`config.mk`:
```
export PLATFORM = sky130hd
export DESIGN_NAME = control_sequencer_mc
export DESIGN_NICKNAME = d
export VERILOG_FILES = /design/src/rtl/control_sequencer_mc.sv
export SDC_FILE = /design/constraint.sdc
export NUM_CORES = 1
export LEC_CHECK = 0
export BUFFER_PORTS_ARGS = -buffer_cell sky130_fd_sc_hd__buf_2
export CAP_MARGIN = 20
export CORE_AREA = 2 2 78 80
export CTS_CLUSTER_SIZE = 20
export DETAILED_ROUTE_END_ITERATION = 12
export DIE_AREA = 0 0 80 82
export PLACE_DENSITY_LB_ADDON = 0.08
export SLEW_MARGIN = 20
export SYNTH_ARGS = -nofsm -noshare
export SYNTH_HDL_FRONTEND = slang
export SYNTH_SLANG_ARGS = --single-unit
```
`constraint.sdc`:
```
create_clock -name CLK -period 3.15 [get_ports CLK]
set_clock_uncertainty 0.05 [all_clocks]
set_input_delay 0.63 -clock CLK [delete_from_list [all_inputs] [get_ports CLK]]
set_output_delay 0.63 -clock CLK [all_outputs]
set_load 0.01 [all_outputs]
```
`src/rtl/control_sequencer_mc.sv`:
```
// Multicycle control sequencer: decodes the MIPS-style opcode/funct set and
// walks each instruction through FETCH/DECODE/EXEC/MEM/WB, waiting on the
// instruction and data cache hits with a bounded wait before flagging an error.

package control_sequencer_mc_pkg;
  typedef enum logic [5:0] {
    OP_RTYPE = 6'h00, OP_J     = 6'h02, OP_JAL   = 6'h03, OP_BEQ   = 6'h04,
    OP_BNE   = 6'h05, OP_ADDI  = 6'h08, OP_ADDIU = 6'h09, OP_SLTI  = 6'h0A,
    OP_SLTIU = 6'h0B, OP_ANDI  = 6'h0C, OP_ORI   = 6'h0D, OP_XORI  = 6'h0E,
    OP_LUI   = 6'h0F, OP_LW    = 6'h23, OP_SW    = 6'h2B, OP_HALT  = 6'h3F
  } opcode_t;

  typedef enum logic [5:0] {
    FN_SLL  = 6'h00, FN_SRL  = 6'h02, FN_JR   = 6'h08, FN_ADD  = 6'h20,
    FN_ADDU = 6'h21, FN_SUB  = 6'h22, FN_SUBU = 6'h23, FN_AND  = 6'h24,
    FN_OR   = 6'h25, FN_XOR  = 6'h26, FN_NOR  = 6'h27, FN_SLT  = 6'h2A,
    FN_SLTU = 6'h2B
  } funct_t;

  typedef enum logic [3:0] {
    ALU_SLL = 4'd0, ALU_SRL = 4'd1, ALU_ADD = 4'd2, ALU_SUB  = 4'd3,
    ALU_AND = 4'd4, ALU_OR  = 4'd5, ALU_XOR = 4'd6, ALU_NOR  = 4'd7,
    ALU_SLT = 4'd8, ALU_SLTU = 4'd9
  } aluop_t;
endpackage

module control_sequencer_mc
  import control_sequencer_mc_pkg::*;
#(
  parameter int EXEC_CYCLES = 1,
  parameter int MAX_WAIT    = 255
) (
  input  logic        CLK,
  input  logic        RST,
  input  logic        ihit,
  input  logic        dhit,
  input  logic [31:0] instr,
  input  logic        zero,
  input  logic        overflow,
  input  logic        negative,
  output logic        imemREN,
  output logic        irWEN,
  output logic        pcWEN,
  output logic        dmemREN,
  output logic        dmemWEN,
  output logic        RegWEN,
  output logic [1:0]  RegDest,
  output logic [1:0]  MemtoReg,
  output logic [1:0]  tmpPC,
  output logic        ALUSrc,
  output logic        ExtOp,
  output logic        lui,
  output aluop_t      ALUOP,
  output logic        halt,
  output logic        memerr,
  output logic [2:0]  state
);

  typedef enum logic [2:0] {
    S_FETCH = 3'd0, S_DECODE = 3'd1, S_EXEC = 3'd2, S_MEM = 3'd3,
    S_WB    = 3'd4, S_HALT   = 3'd5, S_ERR  = 3'd6
  } state_t;

  localparam logic [3:0]  EXEC_LAST = 4'(EXEC_CYCLES - 1);
  localparam logic [15:0] WAIT_LAST = 16'(MAX_WAIT - 1);

  state_t      r_state, w_nxt_state;
  logic [15:0] r_wait, w_nxt_wait;
  logic [3:0]  r_exec, w_nxt_exec;
  logic [5:0]  r_op, r_fn;
  logic        r_ovf;
  logic        w_ir_load, w_ovf_load;

  logic [1:0]  w_dec_rd, w_dec_m2r, w_dec_tpc;
  logic        w_dec_alusrc, w_dec_extop, w_dec_lui;
  aluop_t      w_dec_aluop;
  logic        w_dec_writes, w_dec_ovfchk;
  logic        w_is_jr;

  logic        w_imemren, w_irwen, w_pcwen, w_dmemren, w_dmemwen, w_regwen;
  logic        w_static_en, w_drive;
  logic [1:0]  w_tmppc;

  // Sign and the unused instruction fields are not needed for sequencing.
  logic        w_unused_inputs;
  assign w_unused_inputs = ^{negative, instr[25:6]};

  assign w_is_jr = (r_op == OP_RTYPE) && (r_fn == FN_JR);

  // Static decode of the latched opcode/funct; unknown encodings decode to all-zero (NOP).
  always_comb begin
    w_dec_rd     = 2'd0;
    w_dec_m2r    = 2'd0;
    w_dec_tpc    = 2'd0;
    w_dec_alusrc = 1'b0;
    w_dec_extop  = 1'b0;
    w_dec_lui    = 1'b0;
    w_dec_aluop  = ALU_SLL;
    w_dec_writes = 1'b0;
    w_dec_ovfchk = 1'b0;
    case (r_op)
      OP_RTYPE: begin
        w_dec_rd     = 2'd1;
        w_dec_writes = 1'b1;
        case (r_fn)
          FN_SLL:  w_dec_aluop = ALU_SLL;
          FN_SRL:  w_dec_aluop = ALU_SRL;
          FN_ADD:  begin w_dec_aluop = ALU_ADD; w_dec_ovfchk = 1'b1; end
          FN_ADDU: w_dec_aluop = ALU_ADD;
          FN_SUB:  begin w_dec_aluop = ALU_SUB; w_dec_ovfchk = 1'b1; end
          FN_SUBU: w_dec_aluop = ALU_SUB;
          FN_AND:  w_dec_aluop = ALU_AND;
          FN_OR:   w_dec_aluop = ALU_OR;
          FN_XOR:  w_dec_aluop = ALU_XOR;
          FN_NOR:  w_dec_aluop = ALU_NOR;
          FN_SLT:  w_dec_aluop = ALU_SLT;
          FN_SLTU: w_dec_aluop = ALU_SLTU;
          FN_JR: begin
            w_dec_rd     = 2'd0;
            w_dec_writes = 1'b0;
            w_dec_tpc    = 2'd3;
          end
          default: begin
            w_dec_rd     = 2'd0;
            w_dec_writes = 1'b0;
          end
        endcase
      end
      OP_ADDI: begin
        w_dec_alusrc = 1'b1; w_dec_extop = 1'b1; w_dec_aluop = ALU_ADD;
        w_dec_writes = 1'b1; w_dec_ovfchk = 1'b1;
      end
      OP_ADDIU: begin
        w_dec_alusrc = 1'b1; w_dec_extop = 1'b1; w_dec_aluop = ALU_ADD; w_dec_writes = 1'b1;
      end
      OP_SLTI: begin
        w_dec_alusrc = 1'b1; w_dec_extop = 1'b1; w_dec_aluop = ALU_SLT; w_dec_writes = 1'b1;
      end
      OP_SLTIU: begin
        w_dec_alusrc = 1'b1; w_dec_extop = 1'b1; w_dec_aluop = ALU_SLTU; w_dec_writes = 1'b1;
      end
      OP_ANDI: begin w_dec_alusrc = 1'b1; w_dec_aluop = ALU_AND; w_dec_writes = 1'b1; end
      OP_ORI:  begin w_dec_alusrc = 1'b1; w_dec_aluop = ALU_OR;  w_dec_writes = 1'b1; end
      OP_XORI: begin w_dec_alusrc = 1'b1; w_dec_aluop = ALU_XOR; w_dec_writes = 1'b1; end
      OP_LUI: begin
        w_dec_alusrc = 1'b1; w_dec_lui = 1'b1; w_dec_aluop = ALU_OR; w_dec_writes = 1'b1;
      end
      OP_LW: begin
        w_dec_alusrc = 1'b1; w_dec_extop = 1'b1; w_dec_aluop = ALU_ADD;
        w_dec_m2r = 2'd1; w_dec_writes = 1'b1;
      end
      OP_SW:  begin w_dec_alusrc = 1'b1; w_dec_extop = 1'b1; w_dec_aluop = ALU_ADD; end
      OP_BEQ: begin w_dec_extop = 1'b1; w_dec_aluop = ALU_SUB; end
      OP_BNE: begin w_dec_extop = 1'b1; w_dec_aluop = ALU_SUB; end
      OP_J:   w_dec_tpc = 2'd2;
      OP_JAL: begin
        w_dec_tpc = 2'd2; w_dec_rd = 2'd2; w_dec_m2r = 2'd2; w_dec_writes = 1'b1;
      end
      default: ;
    endcase
  end

  // Next-state, counter updates and strobes for the instruction sequencer.
  always_comb begin
    w_nxt_state = r_state;
    w_nxt_wait  = r_wait;
    w_nxt_exec  = r_exec;
    w_ir_load   = 1'b0;
    w_ovf_load  = 1'b0;
    w_imemren   = 1'b0;
    w_irwen     = 1'b0;
    w_pcwen     = 1'b0;
    w_dmemren   = 1'b0;
    w_dmemwen   = 1'b0;
    w_regwen    = 1'b0;
    w_static_en = 1'b0;
    w_tmppc     = w_dec_tpc;
    case (r_state)
      S_FETCH: begin
        w_imemren = 1'b1;
        if (ihit) begin
          w_irwen     = 1'b1;
          w_ir_load   = 1'b1;
          w_nxt_state = S_DECODE;
          w_nxt_wait  = '0;
        end else if (r_wait == WAIT_LAST) begin
          w_nxt_state = S_ERR;
          w_nxt_wait  = '0;
        end else begin
          w_nxt_wait = r_wait + 16'd1;
        end
      end
      S_DECODE: begin
        w_static_en = 1'b1;
        w_nxt_exec  = '0;
        w_nxt_state = (r_op == OP_HALT) ? S_HALT : S_EXEC;
      end
      S_EXEC: begin
        w_static_en = 1'b1;
        if (r_exec == EXEC_LAST) begin
          // Flags are only meaningful on the final EXEC cycle.
          w_nxt_exec = '0;
          w_ovf_load = 1'b1;
          if (r_op == OP_BEQ) begin
            w_tmppc     = zero ? 2'd1 : 2'd0;
            w_pcwen     = 1'b1;
            w_nxt_state = S_FETCH;
          end else if (r_op == OP_BNE) begin
            w_tmppc     = zero ? 2'd0 : 2'd1;
            w_pcwen     = 1'b1;
            w_nxt_state = S_FETCH;
          end else if ((r_op == OP_J) || w_is_jr) begin
            w_pcwen     = 1'b1;
            w_nxt_state = S_FETCH;
          end else if ((r_op == OP_LW) || (r_op == OP_SW)) begin
            w_nxt_state = S_MEM;
          end else begin
            w_nxt_state = S_WB;
          end
        end else begin
          w_nxt_exec = r_exec + 4'd1;
        end
      end
      S_MEM: begin
        w_static_en = 1'b1;
        w_dmemren   = (r_op == OP_LW);
        w_dmemwen   = (r_op == OP_SW);
        if (dhit) begin
          w_nxt_wait = '0;
          if (r_op == OP_SW) begin
            w_pcwen     = 1'b1;
            w_nxt_state = S_FETCH;
          end else begin
            w_nxt_state = S_WB;
          end
        end else if (r_wait == WAIT_LAST) begin
          w_nxt_state = S_ERR;
          w_nxt_wait  = '0;
        end else begin
          w_nxt_wait = r_wait + 16'd1;
        end
      end
      S_WB: begin
        w_static_en = 1'b1;
        w_pcwen     = 1'b1;
        // Signed-add overflow suppresses the register write instead of trapping.
        w_regwen    = w_dec_writes & ~(w_dec_ovfchk & r_ovf);
        w_nxt_state = S_FETCH;
      end
      S_HALT, S_ERR: ;
      default: w_nxt_state = S_FETCH;
    endcase
  end

  // State, counters and IR shadow; all cleared asynchronously on reset.
  always_ff @(posedge CLK or posedge RST) begin
    if (RST) begin
      r_state <= S_FETCH;
      r_wait  <= '0;
      r_exec  <= '0;
      r_op    <= '0;
      r_fn    <= '0;
      r_ovf   <= 1'b0;
    end else begin
      r_state <= w_nxt_state;
      r_wait  <= w_nxt_wait;
      r_exec  <= w_nxt_exec;
      if (w_ir_load) begin
        r_op <= instr[31:26];
        r_fn <= instr[5:0];
      end
      if (w_ovf_load) r_ovf <= overflow;
    end
  end

  // Every output is forced low while reset is asserted, including the FETCH read request.
  assign w_drive  = w_static_en & ~RST;
  assign imemREN  = w_imemren & ~RST;
  assign irWEN    = w_irwen & ~RST;
  assign pcWEN    = w_pcwen & ~RST;
  assign dmemREN  = w_dmemren & ~RST;
  assign dmemWEN  = w_dmemwen & ~RST;
  assign RegWEN   = w_regwen & ~RST;
  assign RegDest  = w_drive ? w_dec_rd : 2'd0;
  assign MemtoReg = w_drive ? w_dec_m2r : 2'd0;
  assign tmpPC    = w_drive ? w_tmppc : 2'd0;
  assign ALUSrc   = w_drive & w_dec_alusrc;
  assign ExtOp    = w_drive & w_dec_extop;
  assign lui      = w_drive & w_dec_lui;
  assign ALUOP    = w_drive ? w_dec_aluop : ALU_SLL;
  assign halt     = ~RST & ((r_state == S_HALT) || (r_state == S_ERR));
  assign memerr   = ~RST & (r_state == S_ERR);
  assign state    = r_state;

endmodule
```
==> results of run 1 <==
## state kept, by name (all words and copies together), names as in the netlist
signal / cells
r_exec: 4
r_fn: 6
r_op: 6
r_ovf: 1
r_wait: 16
state: 3
## kinds of logic (layout without fill, tap and decap cells)
logic type                 count (synthesis)  after routing  synth area share, %
AOI/OAI and AO/OA                         55             55                 14.0
xor gates and xnor gates                  16             16                 5.63
adders and majority gates                  4              4                 2.01
buffers and inverters                     30             77                 4.92
DFF                                       36             36                 36.2
muxes                                     15             15                 6.63
and+or+nand+nor                          139            139                 30.7
## worst max path at each step
stage,slack (ps),startpoint,cells after the start,to
6_report,170,r_op[0],6,ALUOP[0]
5_1_grt,50,r_op[0],6,ALUOP[0]
4_1_cts,80,r_op[0],6,ALUOP[0]
3_5_place_dp,410,r_op[0],6,ALUOP[0]
3_3_place_gp,420,r_op[0],6,ALUOP[0]
2_1_floorplan,200,RST,4,MemtoReg[1]
## placed cells by master (no fill, tap or decap), types with 3 or more instances in the layout
cell       n
nand4b_1   3
nand2_1   31
nor2_2    10
o21ai_1    3
or3_1      6
a31oi_1    5
inv_1     11
nor4_1     7
nand3_1   12
xor2_1    13
nand2b_1   3
nor2_1    23
or4_4      3
buf_4     17
a21oi_1   14
xnor2_1    3
mux2_1     6
clkbuf_8   5
mux2i_1    3
o21ai_0   14
nand4_1    7
and3_1     4
nor3_1    15
ha_1       4
buf_2     41
dfrtp_1   35
nor3b_1    4
mux2_2     6
## power groups by stage
stage	sequential (mW)	clock, mW	combinational, mW
2_1_floorplan	0.704	0	0.859
3_3_place_gp	0.765	0	1.10
3_5_place_dp	0.768	0	1.11
4_1_cts	0.758	0.433	1.12
5_1_grt	0.780	0.446	1.29
6_report	0.758	0.417	1.15
## metrics by stage
stage | cells | utilization (%) | hold slack (ps) | area, µm² | total power [mW]
6_report | 417 | 51.3 | 458 | 2950 | 2.32
5_1_grt | 417 | 51.3 | 477 | 2950 | 2.52
4_1_cts | 414 | 50.9 | 459 | 2930 | 2.31
3_5_place_dp | 406 | 49.0 | 440 | 2810 | 1.88
3_3_place_gp | 406 | 49.0 | 439 | 2810 | 1.86
2_1_floorplan | 295 | - | 420 | 2490 | 1.56
## worst reg2reg max path, cell delays in order (launching register included)
cell     delay, ps
dfrtp_1        420
or4_4          550
or4_4          450
a21oi_2        490
buf_4          270
nor2_2          50
## per-layer routing
layer,wire [µm],track usage [%]
met2,2910,30.8
met3,268,3.74
met1,2970,29.8
met5,0,0
met4,36,5.93
## timing repair
| item | in CTS | in global routing |
|---|---|---|
| setup buffers | 0 | 3 |
| gates resized for setup | 0 | 1 |
| hold buffers | 0 | 0 |
| setup endpoints to repair | 0 | 1 |
## final cells by class
class / instances / area [µm²] / share of cell area, %
multi-input cells: 229 / 1470 / 49.8
flip-flops and latches: 36 / 902 / 30.6
repair buffers: 58 / 333 / 11.3
well taps: 75 / 93.8 / 3.18
clock buffers: 5 / 68.8 / 2.33
clock inverters: 3 / 42.5 / 1.44
inverters: 11 / 41.3 / 1.40
==> qor.txt, run 1 <==
Status = finished clean
Crit path time final = 2980 ps
Slew Limit Fails = 0
Overflow after GRT = 0
Initial core utilization = 43.4%
Post-synth top area share = 36.2%
Cells after Synth = 295
Top cell family by delay on the critical path = simple AND/OR/NAND/NOR gates
Die area = 6560 µm²
I/O pin count = 63
Post-DP HPWL = 4.53 mm
Synth top cells by count = dfrtp_1, nand2_1, nor2_1
Pre-CTS WS = 410 ps
Worst reg2reg startpoint = r_wait[8]
Internal power = 1.29 mW
Reg-to-Reg End = r_wait[8]
Clk slew on worst S/H paths = 80 ps
Synth async-reset ratio = 100%
Starting DRT DRC Count = 164
Vias in the first global route = 2,151
PortBufs = 41
# rows = 28
Post-synth top area cell = dfrtp_1
RSZ-0062 raised after global routing = false
Post-route setup TNS = 0 ps
Final wirelength = 6.18 mm
H-tree depth = 2
Comb pwr share = 49.4%
Clk_lat worst skew = 290 ps
Post-Synthesis Net Count = 338
Endpoints failing setup = 0
Hold Crit Endpoint = r_ovf
Hold crit path type = flip-flop to flip-flop
Sw frac = 44.5%
Highest clock rate = 336 MHz
Ys Warns = 0
Sequential Power Share = 32.6%
Vias per cell = 5.49
Share of cells above drive strength 1 = 27.2%
CTS tree = done
Worst setup margin = 169 ps
Post-route clock period utilization = 94.6%
Seq/Total Area, Yosys = 36.2%
First-pass GRT wire length = 10.4 mm
Worst path cell trace = or4_4 > nor4_4 > o21ai_1 > or3_1 > a21oi_1 > buf_2
Main synth FF type = dfrtp_1
Total CTS buffers = 5
Drt pass-1 iters = 4
Final ANT Viol Nets = 0
Arrival time at the worst endpoint = 2300 ps
R2R depth = 5
Clock Sinks = 36
Worst path slowest cell = or4_4
Core Area = 5750 µm²
Peak VDD IR = 0.000397 V
Syn_area_per_cell = 8.44 µm²
Largest net degree at the start of global routing = 37
Hold Path Origin = r_ovf
Nets = 384
WL/cell = 14.8 µm
Initial antenna violation count = 0
Pwr Density = 788 nW/µm²
Max FO, Critical Path = 7
Final hold vios = 0
CP Capture Type = output port
CTS max path bufs = 2
Synth area leaders = dfrtp_1, nand2_1, xor2_1
Antenna diodes = 0
Static Leak = 1.32 nW
Cell variety after synth = 54
R2R setup slack = 770 ps
Worst Setup Path Type = flip-flop to output port
Count leader, synth = dfrtp_1
Delay of the slowest critical-path stage = 550 ps
Die W = 80 µm
DR vias = 2,291
Die Span Y = 82 µm
Power share of the clock group = 18.0%
Net load switching power = 1.03 mW
Layout area overhead = 18.4%
#FFs+latches synth = 36
CP Launch Type = flip-flop
Clock root buffer = clkbuf_8
Number of fill cells = 586
Relative max-transition margin = 59.1%
Syn Std Cell Area = 2490 µm²
Hold path cells = 1
DRC Markers = 0
Required @ worst endpoint = 2470 ps
Total of max-cap violations = 0
RD Place Congestion = 0.841
GR Util All Layers = 20.4%
Worst path bufs/invs = 1
EDFF count, synth = 0
Least-Margin Pin Slew = 609 ps
Power figures use the tool's default switching activity.
==> run 2: changes to the inputs <==
Settings changed: MAX_ROUTING_LAYER set to met4.
Clock period 3.15 ns to 2.91 ns, I/O delays scaled along.
==> qor.txt, run 2 (same netlist as run 1, synthesis figures left out) <==
Status = finished clean (unchanged)
Worst path slowest cell = or4_4 (unchanged)
Arrival time at the worst endpoint = 2200 ps (was 2300 ps)
Commonest non-fill, non-tap cell in the layout = buf_2 (unchanged)
H-tree depth = 2 (unchanged)
I/O pin count = 63 (unchanged)
Max FO, Critical Path = 3 (was 7)
Top cell family by delay on the critical path = simple AND/OR/NAND/NOR gates (unchanged)
Share of cells above drive strength 1 = 27.7% (was 27.2%)
Worst reg2reg startpoint = r_wait[8] (unchanged)
Worst path cell trace = or4_4 > nor4_4 > o21ai_1 > or3_4 > a21oi_2 > buf_2 (was or4_4 > nor4_4 > o21ai_1 > or3_1 > a21oi_1 > buf_2)
Max FFs per register = 16 (unchanged)
Crit path time final = 2830 ps
Overflow after GRT = 0 (unchanged)
Required @ worst endpoint = 2280 ps (was 2470 ps)
Final hold vios = 0 (unchanged)
Largest net degree at the start of global routing = 38 (was 37)
RD Place Congestion = 0.910 (was 0.841)
Die Span Y = 82 µm (unchanged)
PortBufs = 41 (unchanged)
Hold crit path type = input pin to flip-flop (was flip-flop to flip-flop)
CTS tree = done (unchanged)
Largest Register = r_wait (unchanged)
Clk slew on worst S/H paths = 70 ps (was 80 ps)
CP Capture Type = output port (unchanged)
Clock Sinks = 36 (unchanged)
Pwr Density = 845 nW/µm² (was 788 nW/µm²)
Post-route setup TNS = 0 ps (unchanged)
Worst Setup Path Type = flip-flop to output port (unchanged)
Die area = 6560 µm² (unchanged)
Hold Path Origin = instr[29] (was r_ovf)
Highest clock rate = 353 MHz
Initial antenna violation count = 0 (unchanged)
Drt pass-1 iters = 4 (unchanged)
First-pass GRT wire length = 10.1 mm (was 10.4 mm)
Relative max-transition margin = 59.5% (was 59.1%)
Nets = 385 (was 384)
DRC Markers = 0 (unchanged)
CTS max path bufs = 2 (unchanged)
Antenna diodes = 0 (unchanged)
Delay of the slowest critical-path stage = 550 ps (about the same)
Worst path bufs/invs = 1 (unchanged)
Die W = 80 µm (unchanged)
Hold_ws = 452 ps (was 458 ps)
Core Area = 5750 µm² (unchanged)
Static Leak = 1.32 nW (about the same)
Pre-CTS WS = 352 ps (was 410 ps)
Final wirelength = 6.10 mm (was 6.18 mm)
Vias per cell = 5.52 (was 5.49)
Final Util = 51.6% (was 51.3%)
Most frequent cells in the layout = buf_2, dfrtp_1, nand2_1 (unchanged)
Least-Margin Pin Slew = 602 ps (was 609 ps)
Total CTS buffers = 5 (unchanged)
Worst setup margin = 76.0 ps (was 169 ps)
Slew Limit Fails = 0 (unchanged)
Final ANT Viol Nets = 0 (unchanged)
Clk_lat worst skew = 290 ps (about the same)
DR vias = 2,307 (was 2,291)
CP Launch Type = flip-flop (unchanged)
Biggest regs = r_wait x16, r_fn x6, r_op x6 (unchanged)
# rows = 28 (unchanged)
Endpoints failing setup = 0 (unchanged)
Layout area overhead = 19.0% (was 18.4%)
Initial core utilization = 43.4% (unchanged)
Post-DP HPWL = 4.53 mm (about the same)
Starting DRT DRC Count = 142 (was 164)
Vias in the first global route = 2,080 (was 2,151)
Final Power = 2.51 mW (was 2.32 mW)
GR Util All Layers = 20.3% (was 20.4%)
Total of max-cap violations = 0 (unchanged)
Critical path launch point = r_op[0] (unchanged)
WL/cell = 14.6 µm (was 14.8 µm)
Post-route clock period utilization = 97.4%
Clock root buffer = clkbuf_8 (unchanged)
Peak VDD IR = 0.000470 V (was 0.000397 V)
-- run 2: where the power goes --
part	leakage, nW	internal (mW)	total [mW]	switching, mW
registers	0.469	0.629	0.826	0.196
clock network	0.0541	0.254	0.446	0.192
logic	0.801	0.513	1.23	0.721
total	1.32	1.40	2.51	1.11
-- run 2: routing by layer --
layer / part of all wire (%) / up-vias / global-route usage (%)
met5: 0 / - / -
met4: 0.95 / 0 / 4.58
met3: 5.2 / 5 / 4.18
met2: 46 / 46 / 30.9
met1: 48 / 1097 / 28.1
li1: - / 1159 / -
-- run 2: final cells by class --
cell class,count,area (µm²)
sequential,36,901
fill,582,2780
clock inverter,3,42.5
tap,75,93.8
clock buffer,5,68.8
multi-input combinational,229,1480
inverter,11,41.3
timing repair buffer,59,340
-- run 2: final timing paths --
path                                    to  slack (ps)  cells past startpoint
worst min-delay path               r_op[3]         450                      2
worst min register to register       r_ovf         460                      1
worst max-delay path              ALUOP[0]          80                      6
max in group asynchronous        r_wait[6]        2010                      3
worst max register to register  r_wait[12]         710                      5
min in group asynchronous         state[2]         460                      3
-- run 2: timing repair --
| item | 4_1_cts | 5_1_grt |
|---|---|---|
| endpoints found under the hold margin | 0 | 0 |
| hold buffers | 0 | 0 |
| setup buffers | 0 | 1 |
| resized for setup | 0 | 2 |
| endpoints found under the setup margin | 0 | 1 |
-- run 2: metrics by stage --
step	std cells	area (µm²)
2_1_floorplan	295	2490
3_3_place_gp	409	2840
3_5_place_dp	409	2840
4_1_cts	417	2950
5_1_grt	418	2960
6_report	418	2960
==> run 3: changes to the inputs <==
Settings changed: PLACE_DENSITY set to 0.78, PLACE_DENSITY_LB_ADDON 0.08 to not set.
Clock period 2.91 ns to 3.4 ns, I/O delays scaled along.
==> qor.txt, run 3 (same netlist as run 1, synthesis figures left out) <==
Status = finished clean (unchanged)
Starting DRT DRC Count = 232 (was 142)
Slew Limit Fails = 0 (unchanged)
Clock Sinks = 36 (unchanged)
Layout Cells excl Fill = 411 (was 418)
Final hold vios = 0 (unchanged)
Top cell family by delay on the critical path = simple AND/OR/NAND/NOR gates (unchanged)
Die Span Y = 82 µm (unchanged)
Post-route setup TNS = 0 ps (unchanged)
Static Leak = 1.29 nW (was 1.32 nW)
PortBufs = 41 (unchanged)
# rows = 28 (unchanged)
Biggest regs = r_wait x16, r_fn x6, r_op x6 (unchanged)
Commonest non-fill, non-tap cell in the layout = buf_2 (unchanged)
Most frequent cells in the layout = buf_2, dfrtp_1, nand2_1 (unchanged)
Post-route clock period utilization = 93.1%
Number of fill cells = 568 (was 582)
Total of max-cap violations = 0 (unchanged)
Critical path launch point = r_op[5] (was r_op[0])
Initial antenna violation count = 0 (unchanged)
CP Capture Point = ALUOP[0] (unchanged)
Layout area overhead = 16.5% (was 19.0%)
GR Util All Layers = 21.2% (was 20.3%)
Clock root buffer = clkbuf_8 (unchanged)
Final instance area = 2900 µm² (was 2960 µm²)
Vias per cell = 5.65 (was 5.52)
Overflow after GRT = 0 (unchanged)
Worst Setup Path Type = flip-flop to output port (unchanged)
R2R depth = 5 (unchanged)
R2R setup slack = 980 ps (was 710 ps)
Antenna diodes = 0 (unchanged)
RD Place Congestion = 0.872 (was 0.910)
Levels on crit path = 6 (unchanged)
Largest Register = r_wait (unchanged)
Total CTS buffers = 5 (unchanged)
Post-CTS Setup Bufs = 0 (unchanged)
Initial core utilization = 43.4% (unchanged)
DRC Markers = 0 (unchanged)
First-pass GRT wire length = 10.5 mm (was 10.1 mm)
Placed insts = 403 (was 409)
CP Capture Type = output port (unchanged)
I/O pin count = 63 (unchanged)
Pwr Density = 720 nW/µm² (was 845 nW/µm²)
Worst path cell trace = or4_4 > nor4_4 > o21ai_1 > or3_1 > a21oi_1 > buf_2 (was or4_4 > nor4_4 > o21ai_1 > or3_4 > a21oi_2 > buf_2)
CTS tree = done (unchanged)
Peak VDD IR = 0.000388 V (was 0.000470 V)
Highest clock rate = 316 MHz
Core Area = 5750 µm² (unchanged)
Arrival time at the worst endpoint = 2430 ps (was 2200 ps)
Least-Margin Pin Slew = 641 ps (was 602 ps)
Share of cells above drive strength 1 = 25.6% (was 27.7%)
Hold_ws = 450 ps (was 452 ps)
CP Launch Type = flip-flop (unchanged)
Final wirelength = 6.13 mm (was 6.10 mm)
Largest net degree at the start of global routing = 26 (was 38)
Reg-to-Reg End = r_wait[3] (was r_wait[12])
Max FO, Critical Path = 12 (was 3)
DR vias = 2,324 (was 2,307)
Drt pass-1 iters = 4 (unchanged)
Relative max-transition margin = 57.3% (was 59.5%)
Crit path time final = 3160 ps
Post_cts resized = 0 (unchanged)
Worst reg2reg startpoint = r_wait[8] (unchanged)
Delay of the slowest critical-path stage = 620 ps (was 550 ps)
Worst path slowest cell = or4_4 (unchanged)
Endpoints failing setup = 0 (unchanged)
Vias in the first global route = 2,213 (was 2,080)
Clk slew on worst S/H paths = 80 ps (was 70 ps)
Nets = 378 (was 385)
Final ANT Viol Nets = 0 (unchanged)
RSZ-0062 raised after global routing = false
Hold crit path type = input pin to asynchronous set/reset pin (was input pin to flip-flop)
Cts hold-fix bufs = 0 (unchanged)
H-tree depth = 2 (unchanged)
Clk_lat worst skew = 290 ps (about the same)
Required @ worst endpoint = 2670 ps (was 2280 ps)
Max FFs per register = 16 (unchanged)
Post-DP HPWL = 4.50 mm (was 4.53 mm)
Post-DP Area = 2790 µm² (was 2840 µm²)
Die area = 6560 µm² (unchanged)
WL/cell = 14.9 µm (was 14.6 µm)
CTS max path bufs = 2 (unchanged)
Worst path bufs/invs = 1 (unchanged)
Die W = 80 µm (unchanged)
run 3: worst min path at each step:
stage          start  cells after the start       to
2_1_floorplan  r_ovf                      1    r_ovf
3_3_place_gp   r_ovf                      1    r_ovf
3_5_place_dp   r_ovf                      1    r_ovf
4_1_cts          RST                      3  r_fn[0]
5_1_grt          RST                      3  r_fn[2]
6_report         RST                      3  r_fn[0]
run 3: per-layer routing:
metal  GRT usage, %  share of wire, %
met5              -                 0
met3           3.52               6.8
met4           7.97               1.4
met2           34.3                50
met1           26.8                42
run 3: report_power, final:
| part | internal (mW) | switching (mW) |
|---|---|---|
| sequential | 0.538 | 0.214 |
| clock | 0.217 | 0.159 |
| combinational | 0.398 | 0.565 |
run 3: cell type report:
| cell class | instances | area [µm²] | area share, % |
|---|---|---|---|
| Multi-Input combinational cell | 229 | 1470 | 50.6 |
| Sequential cell | 36 | 901 | 31.0 |
| Timing Repair Buffer | 52 | 288 | 9.91 |
| Tap cell | 75 | 93.8 | 3.23 |
| Clock buffer | 5 | 68.8 | 2.37 |
| Clock inverter | 3 | 42.5 | 1.47 |
| Inverter | 11 | 41.3 | 1.42 |
run 3: metrics by stage:
| step | power [mW] | utilization, % | worst slack (ps) |
|---|---|---|---|
| final | 2.09 | 50.5 | 235 |
| after detailed placement | 1.71 | 48.6 | 566 |
| after global routing | 2.27 | 50.5 | 130 |
| after CTS | 2.10 | 50.5 | 227 |
| after global placement | 1.67 | 48.6 | 597 |
| after floorplan | 1.45 | - | 345 |
run 3: worst register-to-register path: stages (launching register included):
cell and delay (ps):
dfrtp_1 430, or4_4 550, or4_4 450, a21oi_2 530
buf_4 260, nor2_1 50
